**src/rtl/chunk_serial_subtractor.sv**
```systemverilog
`default_nettype none
// ============================================================================
// Module      : chunk_serial_subtractor
// Description : Digit-serial subtractor computing DIFF = A - B - Bin over
//               WIDTH bits, CHUNK bits per clock, least-significant chunk
//               first. The borrow between chunks is held in a flop, so one
//               operation takes NCH = WIDTH/CHUNK RUN cycles plus one DONE
//               cycle. A start/busy/done handshake connects it to a
//               controlling FSM.
//
// Ports       :
//   clk      in   1      clock, all state on the rising edge
//   rst_n    in   1      asynchronous active-low reset
//   i_start  in   1      operation request, sampled only while idle
//   i_a      in   WIDTH  minuend, captured on the accepting edge
//   i_b      in   WIDTH  subtrahend, captured on the accepting edge
//   i_bin    in   1      borrow-in, captured on the accepting edge
//   o_busy   out  1      high while chunks are being processed
//   o_done   out  1      one-cycle pulse, result outputs just updated
//   o_diff   out  WIDTH  A - B - Bin modulo 2^WIDTH
//   o_bout   out  1      borrow-out, 1 iff unsigned A < B + Bin
//   o_zero   out  1      o_diff == 0
//   o_ovf    out  1      signed (two's-complement) overflow
//
// Revision    : 1.0 - initial release
// ============================================================================
module chunk_serial_subtractor #(
    parameter int WIDTH = 16,
    parameter int CHUNK = 4
) (
    input  logic             clk,
    input  logic             rst_n,
    input  logic             i_start,
    input  logic [WIDTH-1:0] i_a,
    input  logic [WIDTH-1:0] i_b,
    input  logic             i_bin,
    output logic             o_busy,
    output logic             o_done,
    output logic [WIDTH-1:0] o_diff,
    output logic             o_bout,
    output logic             o_zero,
    output logic             o_ovf
);

    // ------------------------------------------------------------------------
    // Derived constants
    // ------------------------------------------------------------------------
    localparam int NCH  = WIDTH / CHUNK;
    // Keep the chunk index at least one bit wide so NCH == 1 still elaborates.
    localparam int IDXW = (NCH > 1) ? $clog2(NCH) : 1;
    localparam logic [IDXW-1:0] LAST_IDX = IDXW'(NCH - 1);

    localparam logic [1:0] ST_IDLE = 2'd0;
    localparam logic [1:0] ST_RUN  = 2'd1;
    localparam logic [1:0] ST_DONE = 2'd2;

    // ------------------------------------------------------------------------
    // State
    // ------------------------------------------------------------------------
    logic [1:0]       r_state;
    logic [WIDTH-1:0] r_a;       // captured minuend
    logic [WIDTH-1:0] r_b;       // captured subtrahend
    logic [WIDTH-1:0] r_work;    // partially assembled difference
    logic             r_brw;     // borrow into the chunk at r_idx
    logic [IDXW-1:0]  r_idx;     // chunk currently being processed
    logic [WIDTH-1:0] r_diff;
    logic             r_bout;
    logic             r_zero;
    logic             r_ovf;

    // ------------------------------------------------------------------------
    // Chunk datapath
    // ------------------------------------------------------------------------
    logic [CHUNK-1:0] w_a_chunk;
    logic [CHUNK-1:0] w_b_chunk;
    logic [CHUNK:0]   w_sub;        // {borrow_out, chunk_difference}
    logic [WIDTH-1:0] w_work_next;  // working value with current chunk merged
    logic             w_last;

    // Operand chunk multiplexer driven by the chunk index.
    always_comb begin
        w_a_chunk = '0;
        w_b_chunk = '0;
        for (int i = 0; i < NCH; i++) begin
            if (r_idx == IDXW'(i)) begin
                w_a_chunk = r_a[i*CHUNK +: CHUNK];
                w_b_chunk = r_b[i*CHUNK +: CHUNK];
            end
        end
    end

    // Zero-extended by one bit: the extra MSB of the result is 1 exactly when
    // the chunk subtraction wrapped, i.e. it is the borrow to the next chunk.
    assign w_sub = {1'b0, w_a_chunk} - {1'b0, w_b_chunk} - {{CHUNK{1'b0}}, r_brw};

    // Only the chunk at r_idx is replaced; the rest of the working value holds.
    // The merged value feeds the result registers directly so the final chunk
    // lands in o_diff on the same edge that enters DONE.
    for (genvar g = 0; g < NCH; g++) begin : g_chunk
        localparam logic [IDXW-1:0] CHUNK_IDX = IDXW'(g);
        assign w_work_next[g*CHUNK +: CHUNK] =
            (r_idx == CHUNK_IDX) ? w_sub[CHUNK-1:0] : r_work[g*CHUNK +: CHUNK];
    end

    assign w_last = (r_idx == LAST_IDX);

    // ------------------------------------------------------------------------
    // Control FSM and registers
    // ------------------------------------------------------------------------
    always_ff @(posedge clk or negedge rst_n) begin
        if (!rst_n) begin
            r_state <= ST_IDLE;
            r_a     <= '0;
            r_b     <= '0;
            r_work  <= '0;
            r_brw   <= 1'b0;
            r_idx   <= '0;
            r_diff  <= '0;
            r_bout  <= 1'b0;
            r_zero  <= 1'b0;
            r_ovf   <= 1'b0;
        end else begin
            case (r_state)
                ST_IDLE: begin
                    if (i_start) begin
                        r_a     <= i_a;
                        r_b     <= i_b;
                        r_brw   <= i_bin;
                        r_work  <= '0;
                        r_idx   <= '0;
                        r_state <= ST_RUN;
                    end
                end

                ST_RUN: begin
                    r_work <= w_work_next;
                    r_brw  <= w_sub[CHUNK];
                    r_idx  <= r_idx + 1'b1;
                    if (w_last) begin
                        r_diff  <= w_work_next;
                        r_bout  <= w_sub[CHUNK];
                        r_zero  <= (w_work_next == '0);
                        // Overflow only when operand signs differ and the
                        // result sign departs from the minuend's sign.
                        r_ovf   <= (r_a[WIDTH-1] ^ r_b[WIDTH-1]) &
                                   (w_work_next[WIDTH-1] ^ r_a[WIDTH-1]);
                        r_state <= ST_DONE;
                    end
                end

                ST_DONE: begin
                    r_state <= ST_IDLE;
                end

                default: begin
                    r_state <= ST_IDLE;
                end
            endcase
        end
    end

    // ------------------------------------------------------------------------
    // Outputs
    // ------------------------------------------------------------------------
    assign o_busy = (r_state == ST_RUN);
    assign o_done = (r_state == ST_DONE);
    assign o_diff = r_diff;
    assign o_bout = r_bout;
    assign o_zero = r_zero;
    assign o_ovf  = r_ovf;

endmodule
`default_nettype wire

```
**config.mk**
```make
export PLATFORM = sky130hd
export DESIGN_NAME = chunk_serial_subtractor
export DESIGN_NICKNAME = d
export VERILOG_FILES = /design/src/rtl/chunk_serial_subtractor.sv
export SDC_FILE = /design/constraint.sdc
export NUM_CORES = 1
export LEC_CHECK = 0
export BUFFER_PORTS_ARGS = -buffer_cell sky130_fd_sc_hd__buf_4
export CAP_MARGIN = 20
export CORE_ASPECT_RATIO = 1.25
export CORE_MARGIN = 8
export CORE_UTILIZATION = 50
export CTS_CLUSTER_DIAMETER = 100
export DETAILED_ROUTE_END_ITERATION = 12
export GPL_ROUTABILITY_DRIVEN = 0
export PLACE_DENSITY = 0.75
export SLEW_MARGIN = 20
export SYNTH_ARGS = -nofsm -noshare
export SYNTH_HDL_FRONTEND = slang
export SYNTH_SLANG_ARGS = --single-unit
```
**constraint.sdc**
```tcl
create_clock -name clk -period 3.2 [get_ports clk]
set_input_delay 0.16 -clock clk [delete_from_list [all_inputs] [get_ports clk]]
set_output_delay 0.16 -clock clk [all_outputs]
set_load 0.1 [all_outputs]
```
# Word-level counts from Yosys, hierarchy flattened
# Cells that the tools add are included.
word_totals:
  regBits: 72
  inputBits: 36
op_classes:
  n_reduce_logical: 8
  n_eq_ne: 7
  bitwise: 3
  mux: 21
  addsub: 3
op_table:
  columns: ["operator", "count"]
  rows:
  - ["$mux W4", 12]
  - ["$pmux W16 S2", 1]
  - ["$logic_not A16 Y1", 1]
  - ["$mux W16", 1]
  - ["$pmux W2 S2", 2]
  - ["$reduce_and A2 Y1", 4]
  - ["$eq A2 B2 Y1 const B", 3]
  - ["$mux W2", 3]
  - ["$sub A4 B4 Y5", 1]
  - ["$sub A5 B1 Y5", 1]
  - ["$eq A2 B1 Y1 const B", 2]
  - ["$logic_not A2 Y1", 2]
  - ["$add A2 B1 Y2 const B", 1]
  - ["$ne A2 B1 Y1 const B", 1]
  - ["$ne A2 B2 Y1 const B", 1]
  - ["$pmux W1 S2", 1]
  - ["$reduce_bool A2 Y1", 1]
  - ["$xor A1 B1 Y1", 2]
  - ["$and A1 B1 Y1", 1]
  - ["$mux W1", 1]

# Longest topological paths before layout
# Gate-level depths: netlist (run 1).
logic_depth:
  ltp_word: 10
  depth_mapped: 17

# Worst setup path after synthesis (run 1)
# OpenSTA, ideal clock, no wires.
synth_timing:
  path_type: "register -> register"
  from: "register r_idx[1]"
  to: "register r_zero, in the netlist o_zero"
  setup_time_ns: 0.071
  period_less_slack_ns: 3.491
  required_ns: 3.129
  arrival_ns: 3.421
  setup_slack_ns: -0.291
  stages_incl_launch_ff: 15
  path_cell_list: "dfrtp_1 > inv_1 > ha_1 > clkbuf_1 > clkbuf_1 > nand3b_1 > a21oi_1 > a21oi_1 > o21ai_0 > fa_1 > inv_1 > fa_1 > or4_1 > nor4_1 > a32o_1"
synth_between:
  elab_chain_cells: 9
synth_lines:
  columns: ["element", "line_no", "source"]
  rows:
  - ["start: declaration", "65", "logic [IDXW-1:0] r_idx;"]
  - ["start signal: assignment", "138", "r_idx <= r_idx + 1'b1;"]
  - ["$logic_not A2 Y1", "85, 102", null]
  - ["$mux W4 (4 in a row)", "85", "if (r_idx == IDXW'(i)) begin"]
  - ["$sub A4 B4 Y5", "94", "assign w_sub = {1'b0, w_a_chunk} - {1'b0, w_b_chunk} - {{CHUNK{1'b0}}, r_brw};"]
  - ["$sub A5 B1 Y5", "94", null]
  - ["$mux W4", "102", "(r_idx == CHUNK_IDX) ? w_sub[CHUNK-1:0] : r_work[g*CHUNK +: CHUNK];"]
  - ["$logic_not A16 Y1", "142", "r_zero <= (w_work_next == '0);"]
  - ["end signal: assignment", "142", null]
  - ["end: declaration", "68", "logic r_zero;"]
# Several ways; a longest one is shown, not always the timed one.
# A chain may end at the register's enable or synchronous reset.

# Worst setup path in the final report (run 1)
layout_timing:
  from: "register r_idx[0]"
  to: "register r_zero, in the netlist o_zero"
# Same word-level chain as after synthesis.

==> impl_metrics.prom, run 1 <==
# TYPE chip_impl_metric gauge
chip_impl_info{name="run_status",value="finished clean"} 1
chip_impl_metric{name="yosysWarnings",unit=""} 0
chip_impl_info{name="postSynth.topFlopCell",value="sky130_fd_sc_hd__dfrtp_1"} 1
chip_impl_metric{name="timing.max_slew.rel_slack",unit="%"} 28.2
chip_impl_info{name="min_path_type",value="in2reg"} 1
chip_impl_metric{name="cts_buffers",unit=""} 9
chip_impl_metric{name="dp_hpwl",unit="mm"} 5.57
chip_impl_metric{name="rr_worst_depth",unit=""} 12
chip_impl_info{name="rsz_0062_raised_after_global_routing",value="yes"} 1
chip_impl_metric{name="io_pins",unit=""} 57
chip_impl_metric{name="worstSkewPairLatency",unit="ps"} 340
chip_impl_metric{name="r2r_setup_slack",unit="ps"} 60
chip_impl_metric{name="max_cap_viol_count",unit=""} 0
chip_impl_metric{name="drtPass1Iterations",unit=""} 4
chip_impl_metric{name="worst_pin_slew",unit="ps"} 1070
chip_impl_info{name="clock_tree.root_cell",value="sky130_fd_sc_hd__clkbuf_8"} 1
chip_impl_metric{name="path_clk_slew",unit="ps"} 70
chip_impl_info{name="worstReg2RegEnd",value="o_zero$_DFFE_PN0P_"} 1
chip_impl_metric{name="placedCellCount",unit=""} 450
chip_impl_metric{name="final_design_area_no_fill",unit="mm^2"} 0.00425
chip_impl_metric{name="drive_above_1_share",unit="%"} 38.5
chip_impl_metric{name="dr.first_iter.drc_count",unit=""} 116
chip_impl_metric{name="min_period_over_period",unit="%"} 98.0
chip_impl_metric{name="floorplan.initialDensity",unit="%"} 51.0
chip_impl_metric{name="tritoncts_num_sinks",unit=""} 68
chip_impl_metric{name="postLayoutSetupSlackWorst",unit="ps"} 62.8
chip_impl_metric{name="htree_levels",unit=""} 3
chip_impl_metric{name="crit_path_max_fanout",unit=""} 9
chip_impl_metric{name="maxSlewViolCount",unit=""} 0
chip_impl_metric{name="grt_max_degree",unit=""} 69
chip_impl_metric{name="globalRouteTotalUtil",unit="%"} 17.2
chip_impl_metric{name="postSynthNetCount",unit=""} 358
chip_impl_metric{name="first_pass_grt_wire_length",unit="mm"} 12.8
chip_impl_metric{name="post-route-min-period",unit="ps"} 3140
chip_impl_metric{name="coreArea",unit="mm^2"} 0.00652
chip_impl_metric{name="path_buf_inv",unit=""} 3
chip_impl_metric{name="ys_seq_area_share",unit="%"} 51.1
chip_impl_metric{name="dpl_cell_area",unit="mm^2"} 0.00390
chip_impl_metric{name="timing.fmax",unit="MHz"} 319
chip_impl_info{name="crit_path_end",value="o_zero$_DFFE_PN0P_"} 1
chip_impl_metric{name="die_y",unit="um"} 107
chip_impl_metric{name="design.final.nets",unit=""} 426
chip_impl_metric{name="synth_cell_types",unit=""} 42
chip_impl_info{name="critical-path-slowest-cell",value="sky130_fd_sc_hd__dfrtp_2"} 1
chip_impl_metric{name="avgRoutedWirePerCell",unit="um"} 16.6
chip_impl_metric{name="synth_seq_cells",unit=""} 68
chip_impl_metric{name="antenna_violating_nets_post_route",unit=""} 0
chip_impl_metric{name="worst_ep_required_time",unit="ps"} 3480
chip_impl_metric{name="post_dr_vias_cell",unit=""} 5.57
chip_impl_metric{name="area_growth_syn_to_layout",unit="%"} 27.8
chip_impl_info{name="setup.worst_path.start",value="r_idx[0]$_DFFE_PN0P_"} 1
chip_impl_metric{name="final.setup_skew",unit="ps"} 11.3
chip_impl_info{name="cts_tree",value="done"} 1
chip_impl_metric{name="wirelength",unit="mm"} 7.84
chip_impl_metric{name="num_vias",unit=""} 2622
chip_impl_info{name="timing.critical_path.to_type",value="flip-flop"} 1
chip_impl_info{name="critPathKind",value="reg2reg"} 1
chip_impl_metric{name="std_cell_rows",unit=""} 33
chip_impl_metric{name="clock_tree.buffer_depth",unit=""} 2
chip_impl_metric{name="die_x",unit="um"} 89.0
chip_impl_metric{name="grt_pass1_vias",unit=""} 2607
chip_impl_info{name="worst_r2r_startpoint",value="r_idx[0]$_DFFE_PN0P_"} 1
chip_impl_metric{name="final-instance-count-excl-fill",unit=""} 471
chip_impl_info{name="timing.critical_path.max_delay_family",value="simple AND/OR/NAND/NOR gates"} 1
chip_impl_metric{name="worst_slack_at_placement",unit="ps"} -97.8
chip_impl_metric{name="number_of_synthesized_flops_with_an_enable_pin",unit=""} 0
chip_impl_metric{name="path_depth",unit=""} 12
chip_impl_metric{name="die-area",unit="mm^2"} 0.00954
chip_impl_metric{name="drc",unit=""} 0
chip_impl_metric{name="setup_viol",unit=""} 0
chip_impl_metric{name="timing.critical_path.slowest_cell_delay",unit="ps"} 450
chip_impl_metric{name="grt_overflow_total",unit=""} 0
chip_impl_metric{name="asyncSetResetFlopFracSynth",unit="%"} 100
chip_impl_metric{name="worst-endpoint-arrival",unit="ps"} 3410
chip_impl_metric{name="finalHoldViolations",unit=""} 0
chip_impl_info{name="startpoint_type",value="flip-flop"} 1
chip_impl_metric{name="buffer_ports.inserted",unit=""} 56
chip_impl_info{name="timing.critical_path.cells",value="inv_2 > ha_2 > buf_6 > or3b_1 > and3_1 > fa_2 > xor2_1 > buf_4 > o21ai_0 > o221ai_2 > nor4_4 > a32o_1"} 1
chip_impl_metric{name="synth.avg_cell_area",unit="um^2"} 10.7
chip_impl_metric{name="antenna_cells_inserted",unit=""} 0
chip_impl_metric{name="antenna_found_initial",unit=""} 0
chip_impl_metric{name="netlist_instances",unit=""} 312
chip_impl_metric{name="synth.cell_area",unit="mm^2"} 0.00333
==> registers in the layout (all words and copies together) (netlist names) <==
name and count:
r_brw 1, o_diff 16, r_b 16, o_ovf 1, r_a 16, r_idx 2
r_work 12, r_state 2, o_bout 1, o_zero 1
==> repair_timing <==
action / CTS / global route
hold buffers: 1 / 0
pin swaps: 0 / 9
hold endpoints to repair: 68 / 0
buffers inserted: 0 / 5
resized for setup: 4 / 30
endpoints found under the setup margin: 4 / 9
==> synth_stat cells (8+ instances only) <==
| master | number | area [um^2] |
|---|---|---|
| sky130_fd_sc_hd__a21o_1 | 9 | 67.6 |
| sky130_fd_sc_hd__a21oi_1 | 26 | 130 |
| sky130_fd_sc_hd__a22o_1 | 11 | 96.3 |
| sky130_fd_sc_hd__clkbuf_1 | 13 | 48.8 |
| sky130_fd_sc_hd__dfrtp_1 | 68 | 1700 |
| sky130_fd_sc_hd__ha_1 | 8 | 100 |
| sky130_fd_sc_hd__inv_1 | 11 | 41.3 |
| sky130_fd_sc_hd__mux2_2 | 32 | 360 |
| sky130_fd_sc_hd__nand2_1 | 32 | 120 |
| sky130_fd_sc_hd__nor2_1 | 10 | 37.5 |
| sky130_fd_sc_hd__nor2b_1 | 15 | 93.8 |
| sky130_fd_sc_hd__o21ai_0 | 25 | 125 |
==> worst min path at each step <==
stage	start	slack, ps	endpoint	cells after the start
after floorplan	rst_n	-140	o_bout$_DFFE_PN0P_	0
after detailed placement	rst_n	320	o_diff[0]$_DFFE_PN0P_	1
after CTS	i_a[15]	20	r_a[15]$_DFFE_PN0P_	3
after global placement	rst_n	310	o_diff[0]$_DFFE_PN0P_	1
after global routing	i_a[5]	40	r_a[5]$_DFFE_PN0P_	2
final	i_a[15]	20	r_a[15]$_DFFE_PN0P_	3
==> cell usage in the layout (no fill, tap or decap), types with 2 or more instances in the layout <==
| cell type | count |
|---|---|
| sky130_fd_sc_hd__buf_4 | 73 |
| sky130_fd_sc_hd__dfrtp_1 | 67 |
| sky130_fd_sc_hd__mux2_2 | 32 |
| sky130_fd_sc_hd__nand2_1 | 31 |
| sky130_fd_sc_hd__o21ai_0 | 24 |
| sky130_fd_sc_hd__a21oi_1 | 23 |
| sky130_fd_sc_hd__nor2b_1 | 14 |
| sky130_fd_sc_hd__a22o_1 | 11 |
| sky130_fd_sc_hd__clkbuf_8 | 11 |
| sky130_fd_sc_hd__nor2_1 | 9 |
| sky130_fd_sc_hd__a21o_1 | 9 |
| sky130_fd_sc_hd__inv_1 | 8 |
| sky130_fd_sc_hd__nand3b_1 | 4 |
| sky130_fd_sc_hd__ha_1 | 4 |
| sky130_fd_sc_hd__inv_2 | 3 |
| sky130_fd_sc_hd__nor3_1 | 3 |
| sky130_fd_sc_hd__nand2b_1 | 3 |
| sky130_fd_sc_hd__a21oi_2 | 3 |
| sky130_fd_sc_hd__a31oi_1 | 3 |
| sky130_fd_sc_hd__buf_6 | 3 |
| sky130_fd_sc_hd__a22oi_1 | 2 |
| sky130_fd_sc_hd__o21ai_1 | 2 |
| sky130_fd_sc_hd__xnor2_1 | 2 |
| sky130_fd_sc_hd__o22ai_1 | 2 |
| sky130_fd_sc_hd__fa_2 | 2 |
| sky130_fd_sc_hd__ha_2 | 2 |
| sky130_fd_sc_hd__ha_4 | 2 |
| sky130_fd_sc_hd__clkbuf_1 | 2 |
| sky130_fd_sc_hd__clkinv_2 | 2 |
==> stage by stage <==
step                      TNS [ps]  utilization, %  hold slack (ps)
after floorplan                  0               -             -136
final                            0            65.2             23.0
after global routing          -267            65.2             40.8
after detailed placement      -117            59.8              321
after CTS                        0            62.7             20.6
after global placement           0            59.8              310
==> layer usage <==
metal / vias to the layer above / track usage [%] / share of wire [%]
met2: 91 / 26.9 / 48
met3: 20 / 4.13 / 7.2
met1: 1261 / 21.7 / 42
met5: - / 0 / 0
li1: 1250 / - / -
met4: 0 / 7.99 / 2.9
==> worst min-delay path: cells and delay by family <==
family,cells,cell delay (ps)
AO/OA/AOI/OAI,1,60
buffers and inverters,1,80
AND/OR/NAND/NOR,1,30
==> layout make-up <==
cell class              count  area, um^2
inverters                  11        41.3
multi-input cells         212        1620
well taps                  87         109
fillers                   554        2270
clock buffers              13         159
flip-flops and latches     68        1700
repair buffers             78         612
clock inverters             2        10.0
==> logic make-up after synthesis <==
| family | share of synthesized area [%] |
|---|---|
| flops | 51.1 |
| fa+ha+maj | 4.21 |
| compound gates | 18.1 |
| mux | 10.8 |
| xor+xnor | 0.790 |
| simple gates | 11.2 |
| buf+inv | 3.76 |
Power of run 1 is not shown: default switching activity piles up to over one toggle a cycle in this logic, so the estimate is an artifact.
==> run 2: changes to the inputs <==
ABC_AREA = 1   (was default)
CORE_UTILIZATION = 60   (was 50)
PLACE_DENSITY = 0.84   (was 0.75)
clock period = 3.8 ns   (was 3.2 ns; I/O delays follow)
==> run 2 against run 1 <==
  * Clock skew fell by 1.6 ps
  * Core utilization increased by 9.0 points
  * Routed wire length fell by 0.26%
  * Critical path depth rose by 7
  * Maximum frequency fell by 9.3%
  * Via count up 7.6%
  * Critical endpoint unchanged
==> impl_metrics.prom, run 2 <==
# TYPE chip_impl_metric gauge
chip_impl_info{name="run_status",value="finished clean"} 1
chip_impl_info{name="timing.critical_path.cells",value="inv_1 > ha_2 > inv_1 > nor2_2 > a22oi_1 > o21ai_0 > o21ai_0 > fa_1 > inv_1 > fa_1 > nand2_1 > o21ai_0 > nor2_1 > nand4_1 > nor2_1 > nand3_1 > nor2_1 > nand3_1 > nand2_1"} 1
chip_impl_info{name="cts_tree",value="done"} 1
chip_impl_info{name="critical-path-slowest-cell",value="sky130_fd_sc_hd__fa_1"} 1
chip_impl_metric{name="globalRouteTotalUtil",unit="%"} 19.2
chip_impl_metric{name="worst_pin_slew",unit="ps"} 863
chip_impl_metric{name="first_pass_grt_wire_length",unit="mm"} 13.0
chip_impl_metric{name="drive_above_1_share",unit="%"} 19.8
chip_impl_metric{name="yosysTopAreaCellShare",unit="%"} 52.5
chip_impl_metric{name="grt_max_degree",unit=""} 72
chip_impl_metric{name="min_period_over_period",unit="%"} 91.1
chip_impl_info{name="startpoint_type",value="flip-flop"} 1
chip_impl_info{name="final_common_cell",value="sky130_fd_sc_hd__nand2_1"} 1
chip_impl_metric{name="post-route-min-period",unit="ps"} 3460
chip_impl_metric{name="timing.critical_path.slowest_cell_delay",unit="ps"} 470
chip_impl_metric{name="asyncSetResetFlopFracSynth",unit="%"} 100
chip_impl_metric{name="worst_slack_at_placement",unit="ps"} 333
chip_impl_info{name="postSynth.topFlopCell",value="sky130_fd_sc_hd__dfrtp_1"} 1
chip_impl_info{name="leading_cell_types_by_total_area_after_synthesis",value="sky130_fd_sc_hd__dfrtp_1, sky130_fd_sc_hd__nand2_1, sky130_fd_sc_hd__o21ai_0, sky130_fd_sc_hd__inv_1, sky130_fd_sc_hd__ha_1"} 1
chip_impl_info{name="rsz_0062_raised_after_global_routing",value="no"} 1
chip_impl_metric{name="synth_seq_cells",unit=""} 71
chip_impl_metric{name="postLayoutSetupSlackWorst",unit="ps"} 340
chip_impl_metric{name="yosysWarnings",unit=""} 0
chip_impl_metric{name="grt_overflow_total",unit=""} 0
chip_impl_metric{name="synth.cell_area",unit="mm^2"} 0.00338
chip_impl_metric{name="antenna_cells_inserted",unit=""} 0
chip_impl_info{name="critPathKind",value="reg2reg"} 1
chip_impl_info{name="min_path_type",value="in2reg"} 1
chip_impl_metric{name="path_buf_inv",unit=""} 3
chip_impl_metric{name="path_clk_slew",unit="ps"} 70
chip_impl_metric{name="floorplan.initialDensity",unit="%"} 62.1
chip_impl_metric{name="crit_path_max_fanout",unit=""} 9
chip_impl_metric{name="wirelength",unit="mm"} 7.82
chip_impl_metric{name="post_dr_vias_cell",unit=""} 5.39
chip_impl_metric{name="num_vias",unit=""} 2821
chip_impl_info{name="timing.critical_path.to_type",value="flip-flop"} 1
chip_impl_metric{name="htree_levels",unit=""} 3
chip_impl_metric{name="finalHoldViolations",unit=""} 0
chip_impl_metric{name="design.final.nets",unit=""} 500
chip_impl_metric{name="dp_hpwl",unit="mm"} 5.65
chip_impl_metric{name="synth_cell_types",unit=""} 31
chip_impl_metric{name="grt_pass1_vias",unit=""} 2870
chip_impl_metric{name="io_pins",unit=""} 57
chip_impl_metric{name="tritoncts_num_sinks",unit=""} 71
chip_impl_metric{name="coreArea",unit="mm^2"} 0.00544
chip_impl_info{name="final_cell_mix",value="sky130_fd_sc_hd__nand2_1, sky130_fd_sc_hd__dfrtp_1, sky130_fd_sc_hd__buf_4"} 1
chip_impl_metric{name="antenna_found_initial",unit=""} 0
chip_impl_metric{name="worstSkewPairLatency",unit="ps"} 350
chip_impl_metric{name="worst-endpoint-arrival",unit="ps"} 3750
chip_impl_metric{name="die_y",unit="um"} 99.9
chip_impl_metric{name="avgRoutedWirePerCell",unit="um"} 14.9
chip_impl_metric{name="area_growth_syn_to_layout",unit="%"} 19.3
chip_impl_metric{name="die-area",unit="mm^2"} 0.00831
chip_impl_info{name="netlist_top_cells_count",value="sky130_fd_sc_hd__nand2_1, sky130_fd_sc_hd__dfrtp_1, sky130_fd_sc_hd__o21ai_0"} 1
chip_impl_info{name="synthDominantAreaCellType",value="sky130_fd_sc_hd__dfrtp_1"} 1
chip_impl_metric{name="buffer_ports.inserted",unit=""} 56
chip_impl_metric{name="antenna_violating_nets_post_route",unit=""} 0
chip_impl_info{name="clock_tree.root_cell",value="sky130_fd_sc_hd__clkbuf_8"} 1
chip_impl_metric{name="setup_viol",unit=""} 0
chip_impl_metric{name="std_cell_rows",unit=""} 30
chip_impl_metric{name="number_of_synthesized_flops_with_an_enable_pin",unit=""} 0
chip_impl_info{name="timing.critical_path.max_delay_family",value="adder cells"} 1
chip_impl_metric{name="drc",unit=""} 0
chip_impl_metric{name="post_cts_buffers",unit=""} 0
chip_impl_metric{name="drtPass1Iterations",unit=""} 7
chip_impl_metric{name="synth.avg_cell_area",unit="um^2"} 8.45
chip_impl_metric{name="postSynthNetCount",unit=""} 446
chip_impl_metric{name="ys_seq_area_share",unit="%"} 52.5
chip_impl_metric{name="timing.fmax",unit="MHz"} 289
chip_impl_metric{name="timing.max_slew.rel_slack",unit="%"} 42.4
chip_impl_metric{name="worst_ep_required_time",unit="ps"} 4090
chip_impl_metric{name="fin_setup_tns",unit="ps"} 0
chip_impl_metric{name="clock_tree.buffer_depth",unit=""} 2
chip_impl_metric{name="maxSlewViolCount",unit=""} 0
chip_impl_metric{name="final.setup_skew",unit="ps"} 9.73
chip_impl_metric{name="max_cap_viol_count",unit=""} 0
chip_impl_info{name="synthMostInstantiatedCell",value="sky130_fd_sc_hd__nand2_1"} 1
chip_impl_metric{name="dr.first_iter.drc_count",unit=""} 165
chip_impl_metric{name="netlist_instances",unit=""} 400
chip_impl_metric{name="cts_buffers",unit=""} 9
chip_impl_metric{name="die_x",unit="um"} 83.2
## run 2: cell type report
cell class                      count  area, um^2
Multi-Input combinational cell    279        1400
Tap cell                           64        80.1
Clock inverter                      4        70.1
Clock buffer                       12         135
Fill cell                         417        1410
Sequential cell                    71        1780
Inverter                           33         124
Timing Repair Buffer               60         453
## run 2: cells by family (layout without fill, tap and decap cells)
logic type | after synthesis | after routing | synth area share [%]
flip-flops | 71 | 71 | 52.5
XOR/XNOR | 2 | 2 | 0.740
AO/OA/AOI/OAI | 74 | 74 | 12.6
AND/OR/NAND/NOR | 193 | 193 | 23.8
adder cells (fa/ha/maj) | 10 | 10 | 4.14
buffers and inverters | 50 | 109 | 6.21
## run 2: worst paths after layout
| kind | from | end | slack (ps) | depth (start not counted) |
|---|---|---|---|---|
| hold reg to reg | o_diff[15]$_DFFE_PN0P_ | o_diff[15]$_DFFE_PN0P_ | 480 | 2 |
| min in group asynchronous | rst_n | r_work[9]$_DFFE_PN0P_ | 520 | 2 |
| setup reg to reg | r_idx[0]$_DFFE_PN0P_ | o_zero$_DFFE_PN0P_ | 340 | 19 |
| setup / recovery | r_idx[0]$_DFFE_PN0P_ | o_zero$_DFFE_PN0P_ | 340 | 19 |
| hold / removal | i_a[7] | r_a[7]$_DFFE_PN0P_ | 30 | 3 |
| max in group asynchronous | rst_n | o_diff[15]$_DFFE_PN0P_ | 2720 | 2 |
## run 2: repair_timing
item	4_1_cts	5_1_grt
gates resized for setup	0	1
hold endpoints to repair	71	0
hold buffers	1	0
endpoints found under the setup margin	0	1
## run 2: metrics by stage
step                instance area (um^2)  std cells  util (%)  hold WS (ps)
detailed placement                  3820        506      70.2           357
global placement                    3820        506      70.2           351
global route                        4040        523      74.2          35.2
finish                              4040        523      74.2          32.8
CTS                                 4030        523      74.1          22.2
floorplan                           3380        400         -          -106
## run 2: routing by layer
| metal | GRT usage, % | vias up | share of wire (%) |
|---|---|---|---|
| li1 | - | 1390 | - |
| met1 | 22.3 | 1294 | 42 |
| met2 | 31.4 | 117 | 50 |
| met3 | 4.29 | 20 | 5.4 |
| met4 | 12.2 | 0 | 2.5 |
| met5 | 0 | - | 0 |
## run 2: worst min-delay path: stages
cell,delay (ps)
sky130_fd_sc_hd__buf_4,70
sky130_fd_sc_hd__nand2_1,40
sky130_fd_sc_hd__nand2_1,40
Power of run 2 is left out for the same reason.
==> run 3: changes to the inputs <==
ABC_CLOCK_PERIOD_IN_PS = 3800   (was default)
CORE_UTILIZATION = 30   (was 60)
PLACE_DENSITY = default   (was 0.84)
SKIP_LAST_GASP = 1   (was default)
==> run 3 against run 2 <==
  * The run now ends with hold timing left
  * Via count decreased by 2.9%
  * Maximum frequency increased by 4.1%
  * Worst hold slack got worse by 42 ps
  * Routed wire length increased by 6.9%
  * Sequential cell count unchanged
  * Register-to-register slack improved by 140 ps
  * Highest routed layer unchanged
==> impl_metrics.prom, run 3 (same netlist as run 2, synthesis figures left out) <==
# TYPE chip_impl_metric gauge
chip_impl_metric{name="die_y",unit="um"} 135
chip_impl_metric{name="std_cell_rows",unit=""} 43
chip_impl_metric{name="path_clk_slew",unit="ps"} 50
chip_impl_metric{name="worst_slack_at_placement",unit="ps"} 350
chip_impl_metric{name="max_cap_viol_count",unit=""} 0
chip_impl_metric{name="worstSkewPairLatency",unit="ps"} 320
chip_impl_info{name="timing.critical_path.cells",value="inv_1 > ha_1 > nor2_4 > a22oi_1 > nand2_1 > o21ai_0 > a21oi_1 > fa_1 > inv_1 > fa_1 > nand2_1 > o21ai_0 > nor2_1 > nand4_1 > nor2_1 > nand3_1 > nor2_1 > nand3_1 > nand2_1"} 1
chip_impl_metric{name="area_growth_syn_to_layout",unit="%"} 24.4
chip_impl_metric{name="antenna_found_initial",unit=""} 0
chip_impl_metric{name="postLayoutSetupSlackWorst",unit="ps"} 478
chip_impl_metric{name="finalHoldViolations",unit=""} 12
chip_impl_metric{name="io_pins",unit=""} 57
chip_impl_metric{name="grt_overflow_total",unit=""} 0
chip_impl_metric{name="grt_max_degree",unit=""} 72
chip_impl_metric{name="first_pass_grt_wire_length",unit="mm"} 14.6
chip_impl_metric{name="grt_pass1_vias",unit=""} 2890
chip_impl_metric{name="crit_path_max_fanout",unit=""} 9
chip_impl_metric{name="clock_tree.buffer_depth",unit=""} 2
chip_impl_metric{name="coreArea",unit="mm^2"} 0.0110
chip_impl_metric{name="timing.max_slew.rel_slack",unit="%"} 41.7
chip_impl_info{name="setup.worst_path.start",value="r_idx[1]$_DFFE_PN0P_"} 1
chip_impl_metric{name="fin_setup_tns",unit="ps"} 0
chip_impl_info{name="min_path_type",value="in2async"} 1
chip_impl_info{name="rsz_0062_raised_after_global_routing",value="no"} 1
chip_impl_metric{name="timing.critical_path.slowest_cell_delay",unit="ps"} 490
chip_impl_info{name="timing.critical_path.to_type",value="flip-flop"} 1
chip_impl_metric{name="dr.first_iter.drc_count",unit=""} 147
chip_impl_metric{name="maxSlewViolCount",unit=""} 0
chip_impl_metric{name="r2r_setup_slack",unit="ps"} 480
chip_impl_metric{name="tritoncts_num_sinks",unit=""} 71
chip_impl_metric{name="whs",unit="ps"} -9.51
chip_impl_metric{name="drtPass1Iterations",unit=""} 4
chip_impl_metric{name="worst-endpoint-arrival",unit="ps"} 3590
chip_impl_metric{name="number_of_hold_buffers_added_after_cts",unit=""} 0
chip_impl_metric{name="avgRoutedWirePerCell",unit="um"} 14.1
chip_impl_metric{name="post-route-min-period",unit="ps"} 3320
chip_impl_metric{name="post_dr_vias_cell",unit=""} 4.63
chip_impl_metric{name="design.final.nets",unit=""} 500
chip_impl_metric{name="rr_worst_depth",unit=""} 19
chip_impl_info{name="cts_tree",value="done"} 1
chip_impl_metric{name="cts_buffers",unit=""} 9
chip_impl_info{name="final_cell_mix",value="sky130_fd_sc_hd__nand2_1, sky130_fd_sc_hd__dfrtp_1, sky130_fd_sc_hd__buf_4"} 1
chip_impl_metric{name="cts_resized",unit=""} 0
chip_impl_metric{name="timing.fmax",unit="MHz"} 301
chip_impl_metric{name="fill_cells",unit=""} 1138
chip_impl_metric{name="htree_levels",unit=""} 3
chip_impl_info{name="critPathKind",value="reg2reg"} 1
chip_impl_metric{name="worst_ep_required_time",unit="ps"} 4060
chip_impl_info{name="worstReg2RegEnd",value="o_zero$_DFFE_PN0P_"} 1
chip_impl_info{name="startpoint_type",value="flip-flop"} 1
chip_impl_metric{name="antenna_cells_inserted",unit=""} 0
chip_impl_info{name="run_status",value="finished, violations left"} 1
chip_impl_metric{name="drc",unit=""} 0
chip_impl_info{name="failing_checks",value="hold timing"} 1
chip_impl_metric{name="setup_viol",unit=""} 0
chip_impl_metric{name="globalRouteTotalUtil",unit="%"} 12.0
chip_impl_metric{name="wirelength",unit="mm"} 8.36
chip_impl_metric{name="post_cts_buffers",unit=""} 0
chip_impl_metric{name="floorplan.initialDensity",unit="%"} 30.7
chip_impl_info{name="critical-path-slowest-cell",value="sky130_fd_sc_hd__fa_1"} 1
chip_impl_metric{name="worst_pin_slew",unit="ps"} 875
chip_impl_metric{name="drive_above_1_share",unit="%"} 20.1
chip_impl_info{name="clock_tree.root_cell",value="sky130_fd_sc_hd__clkbuf_16"} 1
chip_impl_metric{name="die-area",unit="mm^2"} 0.0149
chip_impl_metric{name="antenna_violating_nets_post_route",unit=""} 0
chip_impl_metric{name="num_vias",unit=""} 2740
chip_impl_metric{name="final.setup_skew",unit="ps"} 4.01
chip_impl_metric{name="buffer_ports.inserted",unit=""} 56
chip_impl_info{name="worst_r2r_startpoint",value="r_idx[1]$_DFFE_PN0P_"} 1
chip_impl_metric{name="min_period_over_period",unit="%"} 87.4
chip_impl_metric{name="dp_hpwl",unit="mm"} 6.09
chip_impl_info{name="final_common_cell",value="sky130_fd_sc_hd__nand2_1"} 1
chip_impl_metric{name="die_x",unit="um"} 111
run 3: worst max-delay path by stage:
| stage | to | slack [ps] |
|---|---|---|
| 3_5_place_dp | o_zero$_DFFE_PN0P_ | 350 |
| 2_1_floorplan | o_zero$_DFFE_PN0P_ | 680 |
| 4_1_cts | o_zero$_DFFE_PN0P_ | 340 |
| 6_report | o_zero$_DFFE_PN0P_ | 480 |
| 3_3_place_gp | o_zero$_DFFE_PN0P_ | 440 |
| 5_1_grt | o_zero$_DFFE_PN0P_ | 40 |
run 3: stage by stage:
step	std cells	util (%)	instance area (um^2)
5_1_grt	592	38.1	4210
6_report	592	38.1	4210
3_3_place_gp	578	35.5	3920
4_1_cts	592	38.1	4200
2_1_floorplan	400	-	3380
3_5_place_dp	578	35.5	3920
run 3: worst max-delay path, delay by kind of cell (launching register included):
family,cells,cell delay [ps]
adder cells (fa/ha/maj),3,1290
buffers and inverters,2,220
flip-flops,1,400
AO/OA/AOI/OAI,4,440
AND/OR/NAND/NOR,10,900
run 3: final cells by class:
type | instances | area (um^2) | share of cell area, %
Sequential cell | 71 | 1780 | 42.2
Multi-Input combinational cell | 279 | 1400 | 33.3
Timing Repair Buffer | 60 | 450 | 10.7
Clock buffer | 14 | 284 | 6.75
Tap cell | 135 | 169 | 4.02
Inverter | 33 | 124 | 2.94
run 3: per-layer routing:
metal | GRT usage (%) | wire, um | up-vias
li1 | - | - | 1389
met1 | 15.2 | 3970 | 1275
met2 | 19.3 | 4010 | 70
met3 | 3.28 | 324 | 6
met4 | 3.76 | 55 | 0
met5 | 0 | 0 | -
Power of run 3 is left out for the same reason.
